File: src/rtl/apx_err_monitor_pkg.sv
// Shared types and widths for the approximate-multiplier error monitor.
// Holds the FSM state enum, datapath widths and the supported latency range.
package apx_err_monitor_pkg;

  localparam int unsigned OP_W        = 8;   // operand width
  localparam int unsigned PROD_W      = 16;  // product / error-distance width
  localparam int unsigned SUM_W       = 32;  // error-distance sum width
  localparam int unsigned CNT_W       = 17;  // error count width (up to 65536)
  localparam int unsigned IDX_W       = 2 * OP_W;
  localparam int unsigned MAX_MUL_LAT = 3;

  typedef enum logic [1:0] {
    StIdle,
    StSweep,
    StDrain
  } state_e;

endpackage

File: src/rtl/apx_err_delay.sv
// Operand/valid delay line matching the latency of the multiplier under test.
// Depth = 0 is a pure wire bypass; otherwise Depth register stages.
// Ports:
//   clk, rst_n        clock, async active-low reset
//   flush_i           clears every valid bit in flight (and the incoming one)
//   valid_i/a_i/b_i   issued operand pair and its valid bit
//   valid_o/a_o/b_o   the same pair, Depth cycles later
module apx_err_delay
  import apx_err_monitor_pkg::*;
#(
  parameter int unsigned Depth = 0
) (
  input  logic            clk,
  input  logic            rst_n,
  input  logic            flush_i,
  input  logic            valid_i,
  input  logic [OP_W-1:0] a_i,
  input  logic [OP_W-1:0] b_i,
  output logic            valid_o,
  output logic [OP_W-1:0] a_o,
  output logic [OP_W-1:0] b_o
);

  if (Depth == 0) begin : g_bypass
    logic unused_bypass;
    assign unused_bypass = ^{clk, rst_n, flush_i};
    assign valid_o = valid_i;
    assign a_o     = a_i;
    assign b_o     = b_i;
  end else begin : g_pipe
    logic [Depth-1:0] valid_q;
    logic [OP_W-1:0]  a_q [Depth];
    logic [OP_W-1:0]  b_q [Depth];

    always_ff @(posedge clk or negedge rst_n) begin
      if (!rst_n) begin
        valid_q <= '0;
        for (int i = 0; i < int'(Depth); i++) begin
          a_q[i] <= '0;
          b_q[i] <= '0;
        end
      end else begin
        valid_q[0] <= valid_i & ~flush_i;
        a_q[0]     <= a_i;
        b_q[0]     <= b_i;
        for (int i = 1; i < int'(Depth); i++) begin
          valid_q[i] <= valid_q[i-1] & ~flush_i;
          a_q[i]     <= a_q[i-1];
          b_q[i]     <= b_q[i-1];
        end
      end
    end

    assign valid_o = valid_q[Depth-1];
    assign a_o     = a_q[Depth-1];
    assign b_o     = b_q[Depth-1];
  end

endmodule

File: src/rtl/apx_err_monitor.sv
// Exhaustive error monitor for an external 8x8 approximate multiplier.
// Sweeps all 65536 operand pairs, compares each returned product with the
// exact one and accumulates error count, error-distance sum and the first
// pair reaching the maximum error distance.
// Ports:
//   clk, rst_n                 clock, async active-low reset
//   start, abort               sweep control
//   a_out, b_out               operands to the multiplier under test
//   prod_apx                   its product, MUL_LAT cycles after a_out/b_out
//   busy, done, res_valid      status
//   err_cnt, sum_ed, max_ed    statistics
//   max_a, max_b               first pair that reached max_ed
// MUL_LAT legal range is 0..MAX_MUL_LAT.
module apx_err_monitor
  import apx_err_monitor_pkg::*;
#(
  parameter int unsigned MUL_LAT = 0
) (
  input  logic              clk,
  input  logic              rst_n,
  input  logic              start,
  input  logic              abort,
  output logic [OP_W-1:0]   a_out,
  output logic [OP_W-1:0]   b_out,
  input  logic [PROD_W-1:0] prod_apx,
  output logic              busy,
  output logic              done,
  output logic              res_valid,
  output logic [CNT_W-1:0]  err_cnt,
  output logic [SUM_W-1:0]  sum_ed,
  output logic [PROD_W-1:0] max_ed,
  output logic [OP_W-1:0]   max_a,
  output logic [OP_W-1:0]   max_b
);

  // Drain covers the delay line plus stages E and A.
  localparam logic [2:0] DrainLast = 3'(MUL_LAT + 1);

  state_e             state_q, state_d;
  logic [IDX_W-1:0]   idx_q, idx_d;
  logic [2:0]         drain_q, drain_d;
  logic               res_valid_q, res_valid_d;
  logic               clr_stats;
  logic               flush;
  logic               issue_valid;

  logic               d_valid;
  logic [OP_W-1:0]    d_a, d_b;
  logic [PROD_W-1:0]  exact, ed;

  logic               e_valid_q;
  logic [PROD_W-1:0]  e_ed_q;
  logic [OP_W-1:0]    e_a_q, e_b_q;

  logic [CNT_W-1:0]   err_cnt_q, err_cnt_d;
  logic [SUM_W-1:0]   sum_ed_q, sum_ed_d;
  logic [PROD_W-1:0]  max_ed_q, max_ed_d;
  logic [OP_W-1:0]    max_a_q, max_a_d, max_b_q, max_b_d;

  // ---------------------------------------------------------------- FSM
  always_comb begin
    state_d     = state_q;
    idx_d       = idx_q;
    drain_d     = drain_q;
    res_valid_d = res_valid_q;
    clr_stats   = 1'b0;
    done        = 1'b0;
    unique case (state_q)
      StIdle: begin
        if (start) begin
          state_d     = StSweep;
          idx_d       = '0;
          clr_stats   = 1'b1;
          res_valid_d = 1'b0;
        end
      end
      StSweep: begin
        if (abort) begin
          state_d = StIdle;
        end else if (idx_q == '1) begin
          state_d = StDrain;
          drain_d = '0;
        end else begin
          idx_d = idx_q + 1'b1;
        end
      end
      StDrain: begin
        if (abort) begin
          state_d = StIdle;
        end else if (drain_q == DrainLast) begin
          state_d     = StIdle;
          done        = 1'b1;
          res_valid_d = 1'b1;
        end else begin
          drain_d = drain_q + 1'b1;
        end
      end
      default: state_d = StIdle;
    endcase
  end

  always_ff @(posedge clk or negedge rst_n) begin
    if (!rst_n) begin
      state_q     <= StIdle;
      idx_q       <= '0;
      drain_q     <= '0;
      res_valid_q <= 1'b0;
    end else begin
      state_q     <= state_d;
      idx_q       <= idx_d;
      drain_q     <= drain_d;
      res_valid_q <= res_valid_d;
    end
  end

  assign busy        = (state_q != StIdle);
  assign flush       = abort & busy;
  assign issue_valid = (state_q == StSweep);
  assign a_out       = idx_q[IDX_W-1:OP_W];
  assign b_out       = idx_q[OP_W-1:0];
  // Results become visible in the done cycle itself.
  assign res_valid   = res_valid_q | done;

  // ---------------------------------------------------------------- delay line
  apx_err_delay #(
    .Depth(MUL_LAT)
  ) u_delay (
    .clk    (clk),
    .rst_n  (rst_n),
    .flush_i(flush),
    .valid_i(issue_valid),
    .a_i    (a_out),
    .b_i    (b_out),
    .valid_o(d_valid),
    .a_o    (d_a),
    .b_o    (d_b)
  );

  // ---------------------------------------------------------------- stage E
  always_comb begin
    exact = PROD_W'(d_a) * PROD_W'(d_b);
    ed    = (exact >= prod_apx) ? (exact - prod_apx) : (prod_apx - exact);
  end

  always_ff @(posedge clk or negedge rst_n) begin
    if (!rst_n) begin
      e_valid_q <= 1'b0;
      e_ed_q    <= '0;
      e_a_q     <= '0;
      e_b_q     <= '0;
    end else begin
      e_valid_q <= d_valid & ~flush;
      e_ed_q    <= ed;
      e_a_q     <= d_a;
      e_b_q     <= d_b;
    end
  end

  // ---------------------------------------------------------------- stage A
  always_comb begin
    err_cnt_d = err_cnt_q;
    sum_ed_d  = sum_ed_q;
    max_ed_d  = max_ed_q;
    max_a_d   = max_a_q;
    max_b_d   = max_b_q;
    if (clr_stats) begin
      err_cnt_d = '0;
      sum_ed_d  = '0;
      max_ed_d  = '0;
      max_a_d   = '0;
      max_b_d   = '0;
    end else if (e_valid_q && !flush) begin
      err_cnt_d = err_cnt_q + CNT_W'(e_ed_q != '0);
      sum_ed_d  = sum_ed_q + SUM_W'(e_ed_q);
      // Strict compare: ties keep the earlier pair.
      if (e_ed_q > max_ed_q) begin
        max_ed_d = e_ed_q;
        max_a_d  = e_a_q;
        max_b_d  = e_b_q;
      end
    end
  end

  always_ff @(posedge clk or negedge rst_n) begin
    if (!rst_n) begin
      err_cnt_q <= '0;
      sum_ed_q  <= '0;
      max_ed_q  <= '0;
      max_a_q   <= '0;
      max_b_q   <= '0;
    end else begin
      err_cnt_q <= err_cnt_d;
      sum_ed_q  <= sum_ed_d;
      max_ed_q  <= max_ed_d;
      max_a_q   <= max_a_d;
      max_b_q   <= max_b_d;
    end
  end

  assign err_cnt = err_cnt_q;
  assign sum_ed  = sum_ed_q;
  assign max_ed  = max_ed_q;
  assign max_a   = max_a_q;
  assign max_b   = max_b_q;

endmodule

File: config.mk
export PLATFORM = sky130hd
export DESIGN_NAME = apx_err_monitor
export DESIGN_NICKNAME = d
export VERILOG_FILES = /design/src/rtl/apx_err_monitor_pkg.sv /design/src/rtl/apx_err_delay.sv /design/src/rtl/apx_err_monitor.sv
export SDC_FILE = /design/constraint.sdc
export NUM_CORES = 1
export LEC_CHECK = 0
export ABC_AREA = 1
export CELL_PAD_IN_SITES_DETAIL_PLACEMENT = 0
export CELL_PAD_IN_SITES_GLOBAL_PLACEMENT = 1
export CORE_MARGIN = 5
export CORE_UTILIZATION = 46
export CTS_CLUSTER_SIZE = 10
export DETAILED_ROUTE_END_ITERATION = 8
export HOLD_SLACK_MARGIN = 0.15
export PLACE_DENSITY = 0.91
export RECOVER_POWER = 100
export SLEW_MARGIN = 20
export SYNTH_ARGS = -nofsm -noshare
export SYNTH_HDL_FRONTEND = slang
export SYNTH_SLANG_ARGS = --single-unit
File: constraint.sdc
create_clock -name clk -period 12.9 [get_ports clk]
set_input_delay 2.58 -clock clk [delete_from_list [all_inputs] [get_ports clk]]
set_output_delay 2.58 -clock clk [all_outputs]
set_load 0.01 [all_outputs]
======== Yosys cells after proc, flatten, opt, wreduce, memory -nomap -nowiden ========
Cells that the tools add are included.
word-level totals
  bits in registers ....................... 136
  bits of input ports ..................... 20
  logic and storage cells ................. 92
operators by class
  add/subtract/negate cells ............... 6
  $mul .................................... 1
  $lt $le $gt $ge ......................... 2
  equal/unequal tests ..................... 13
  muxes and demuxes ....................... 38
  bitwise operators ....................... 4
  reduce and logical (&&, ||, !) cells .... 15
operators with widths
  kind                     count
  $mux W16                 7
  $mux W32                 2
  $mux W8                  6
  $mux W17                 2
  $add A32 B16 Y32         1
  $pmux W16 S2             1
  $sub A16 B16 Y16         2
  $add A17 B1 Y17          1
  $add A16 B1 Y16 const B  1
  $eq A16 B16 Y1 const B   1
  $ge A16 B16 Y1           1
  $gt A16 B16 Y1           1
  $mul A8 B8 Y16           1
  $reduce_bool A16 Y1      1
  $mux W3                  4
  $ne A2 B2 Y1 const B     6
  $reduce_bool A2 Y1       6
  $mux W2                  5
  $mux W1                  8
  $reduce_and A4 Y1        2
  $pmux W2 S3              1
  $pmux W3 S2              1
  $reduce_and A5 Y1        1
  $add A3 B1 Y3 const B    1
  15 further kinds         16

======== Longest topological paths before layout ========
  depth after elaboration ................. 6
  mapped depth ............................ 29
  mapped depth without buffers ............ 27

======== Cells and area by module ========
From an unflattened synthesis, not the netlist that was laid out.
unflattened totals
  cell total of the unflattened synthesis .. 1665
  area total of the unflattened synthesis .. 11761.3 um^2
by module, submodules not included
  module           times used  cells each  area an instance (um^2)  seq. area each (um^2)
  apx_err_monitor  1           1648        11633.7                  3403.3
  apx_err_delay    1           17          127.6                    0.0

======== Least setup slack after synthesis ========
OpenSTA, ideal clock, no wires.
  path kind ............................... in2out
  start point ............................. input abort
  end point ............................... output res_valid
  arrival ................................. 3.076 ns
  path slack .............................. 7.244 ns
  cell stages on the path ................. 5
  buffers on the path ..................... 0
  path through ............................ inv_1 -> nand2_1 -> nor2_1 -> inv_1 -> nand2_1
on the way
  longest elaborated chain between the ends .. 3
ends and longest elaborated chain
  item            RTL line                text
  from (decl)     apx_err_monitor.sv:22   input logic abort,
  $mux W1         apx_err_monitor.sv:88   if (abort) begin
  $mux W1         apx_err_monitor.sv:68   unique case (state_q)
  named net done  apx_err_monitor.sv:27   output logic done,
  $or A1 B1 Y1    apx_err_monitor.sv:122  assign res_valid = res_valid_q | done;
  to (decl)       apx_err_monitor.sv:28   output logic res_valid,
The timed path passes the listed nets, and every way through them passes these cells.

======== Final worst setup path ========
  start point ............................. input start
  end point ............................... register err_cnt_q[10], in the netlist err_cnt[10]
on the way
  longest elaborated chain between the ends .. 3
  elaborated cells between the ends (all ways) .. 4
  classes of those cells .................. mux (3); reduce/logical (1)
ends and longest elaborated chain
  item                                                   RTL line                text
  from (decl)                                            apx_err_monitor.sv:21   input logic start,
  $mux W1 (*)                                            apx_err_monitor.sv:70   if (start) begin
  $mux W1 (*)                                            apx_err_monitor.sv:68
  $mux W17 / $reduce_bool A2 Y1 (equally long branches)  n/a
  to (signal assigned)                                   apx_err_monitor.sv:192  err_cnt_q <= err_cnt_d;
  to (decl)                                              apx_err_monitor.sv:55   logic [CNT_W-1:0] err_cnt_q, err_cnt_d;
Mark *: on every way between the ends. The rest lies on a longest branch, timed or not.
A chain may end at the register's enable or synchronous reset.

==> summary.md <==
| Metric | Value |
|---|---|
| Synth Area per Inst | `7.11 um^2` |
| Row cnt | `58` |
| Least-Margin Pin Slew | `4080 ps` |
| Routed len/inst | `14.7 um` |
| Endpoint class of the critical path | `flop` |
| Fill count | `2422` |
| Worst Skew | `16.0 ps` |
| Synthesized area | `0.0116 mm^2` |
| GRT overflow | `0` |
| WL final | `30.4 mm` |
| Post-synth top area share | `0.293` |
| Vias post-DR | `10565` |
| Die Y | `169 um` |
| Dpl hpwl | `23.3 mm` |
| Cells after synthesis | `1632` |
| Layout Nets | `1889` |
| Switch share | `0.399` |
| Sink Count | `136` |
| Worst skew pair latency | `430 ps` |
| Start point of the worst hold path | `e_b_q[1]` |
| Antenna violation net count after detailed routing | `0` |
| Most common library cells after synthesis | `nand2_1, inv_1, dfrtp_1` |
| CP peak stage delay | `2860 ps` |
| Clock share of power | `0.303` |
| Peak supply drop | `97.6 uV` |
| Pleak | `0.00761 uW` |
| CP startpoint kind | `input pin` |
| ANT cells | `0` |
| NetSw | `661 uW` |
| Total core area | `0.0250 mm^2` |
| P_int | `996 uW` |
| Clock Pin Slew Worst Setup and Hold Paths | `60 ps` |
| Violated checks | `capacitance limit, slew limit` |
| Netlist cell types | `48` |
| Die footprint | `0.0285 mm^2` |
| Post-CTS Setup Inserts | `0` |
| Worst EP arrival | `8560 ps` |
| Run status | `finished with violations` |
| Critical R2R Launch | `idx_q[7]` |
| Max_cap viols | `2` |
| Combinational power share | `0.362` |
| Area grow syn2layout | `16.3%` |
| CTS root buf | `clkbuf_16` |
| Worst slack, placed | `6370 ps` |
| Final hold slack | `488 ps` |
| Largest net degree at the start of global routing | `98` |
| Number of synthesized register bits | `136` |
| DR pass1 iterations | `5` |
| Initial drt markers | `699` |
| Share of cells above drive strength 1 | `0.0316` |
| RSZ-0062 raised after global routing | `false` |
| Top post-synthesis cells by area | `dfrtp_1, nand2_1, ha_1` |
| Worst setup path start | `start` |
| Pwr Density | `123 mW/mm^2` |
| Die Wd | `169 um` |
| Placer's final routability congestion estimate | `0.882` |
| Port bufs | `119` |
| Setup ws final | `4630 ps` |
| Final period utilization | `0.641` |
| GRT Overall Usage | `0.217` |
| Initial antenna violation count | `0` |
| Count leader, synth | `nand2_1` |
| FFs w/ async S/R, synth | `1.00` |
| Via/cell ratio | `5.11` |
| Inserted Clock Buffers | `17` |
| Max clock buf depth | `2` |
| Part of the Yosys area used for sequential elements | `0.293` |
| Post-CTS Resized | `0` |
| Worst min-delay path class | `reg2reg` |
| Setup TNS | `0 ps` |
| Synth warn | `0` |
| Worst endpoint required time | `13190 ps` |
| Final Hold Viols | `0` |
| Slew HR | `-1.72` |
| Worst Setup Path Type | `in2reg` |
| Max Slew Vio Count | `161` |
| Post-synth EDFFs | `0` |
| Tmin final | `8270 ps` |
| Fmax | `121 MHz` |
| First-pass GRT wire length | `50.6 mm` |
| Crit path max fanout | `97` |
| Crit-path cells | `dlygate4sd3_1 > inv_1 > nor2_1 > clkinv_1 > clkbuf_1 > nand2_1 > inv_1 > nor2_1 > o21ai_0 > a21oi_1` |
| Vias in the first global route | `10195` |
| Initial Util | `0.463` |
| Post-CTS Hold Buffers | `0` |
| Sequential share of power | `0.335` |
| IO Count | `120` |
| Most used DFF post-synth | `dfrtp_1` |
| Crit-path slowest cell | `clkbuf_1` |
| Syn nets | `1795` |
| Final Setup Violations | `0` |
| H-tree depth | `4` |
| CTS tree | `built` |
| Synth area leader | `dfrtp_1` |
| Post-route DRC | `0` |
[critical path: cells and delay by family]
| family | cells | cell delay [ps] |
|---|---|---|
| AOI/OAI and AO/OA | 2 | 260 |
| buffers and inverters | 5 | 4430 |
| and+or+nand+nor | 3 | 1270 |
[routing by layer]
metal | share of wire | track usage | up-vias
met2 | 0.48 | 0.371 | 268
li1 | - | - | 5342
met1 | 0.46 | 0.288 | 4910
met3 | 0.045 | 0.0320 | 45
met5 | 0 | 0 | -
met4 | 0.019 | 0.0575 | 0
[kinds of logic (layout without fill, tap and decap cells)]
group	Yosys count	after routing	share of synthesized area
mux	1	1	0.000863
flops	136	136	0.293
buf+inv	328	435	0.114
xor+xnor	39	39	0.0294
compound gates	175	175	0.0829
simple gates	810	810	0.300
fa+ha+maj	143	143	0.179
[layout by cell type (no fill, tap or decap), types with 3 or more instances in the layout]
master	n
nand3_1	109
nand4_1	47
nor4_1	6
o21ai_0	58
ha_1	104
a22o_1	3
o21a_1	3
xnor2_1	6
clkbuf_16	17
fa_1	39
dlygate4sd3_1	103
xor2_1	33
o21bai_1	6
nand2_1	481
a21o_1	3
inv_1	274
nand2_2	3
inv_2	3
nor2_1	129
nand3b_1	4
o21ai_1	3
a21oi_1	90
inv_6	5
and2_1	4
dfrtp_1	136
buf_4	3
nor3_1	16
clkdlybuf4s50_1	15
[flip-flops by register name, indices dropped and copies added (netlist names)]
name	flops
e_valid_q	1
max_a	8
err_cnt	17
e_a_q	8
max_b	8
state_q	2
idx_q	16
sum_ed	32
res_valid_q	1
e_ed_q	16
drain_q	3
e_b_q	8
max_ed	16
[metrics by stage]
stage	total power, uW	instances	utilization	instance area [um^2]
after floorplan	953	1632	-	11600
after global placement	1180	2037	0.518	13000
after detailed placement	1190	2037	0.518	13000
after CTS	1690	2069	0.542	13600
after global routing	1770	2069	0.539	13500
final	1660	2069	0.539	13500
[power groups by stage]
stage               Sequential (uW)  Combinational [uW]  Clock [uW]
finish                          555                 599         503
global route                    563                 677         530
CTS                             557                 626         511
detailed placement              564                 623           0
global placement                564                 613           0
floorplan                       558                 395           0
[worst paths after layout]
check | endpoint | slack [ps] | depth (start not counted)
max | err_cnt[10] | 4630 | 10
min | max_b[1] | 490 | 2
max reg2reg | e_ed_q[15] | 5430 | 22
min reg2reg | max_b[1] | 490 | 2
max in group asynchronous | max_ed[14] | 7160 | 2
min in group asynchronous | sum_ed[5] | 3350 | 1
[layout make-up]
type / count / area (um^2) / share of cell area
clock buffer: 18 / 439 / 0.0326
clock inverter: 14 / 161 / 0.0120
inverter: 280 / 1050 / 0.0781
multi-input combinational: 1168 / 6810 / 0.505
sequential: 136 / 3400 / 0.252
tap: 330 / 413 / 0.0306
timing repair buffer: 123 / 1210 / 0.0898
Power figures use the tool's default switching activity.
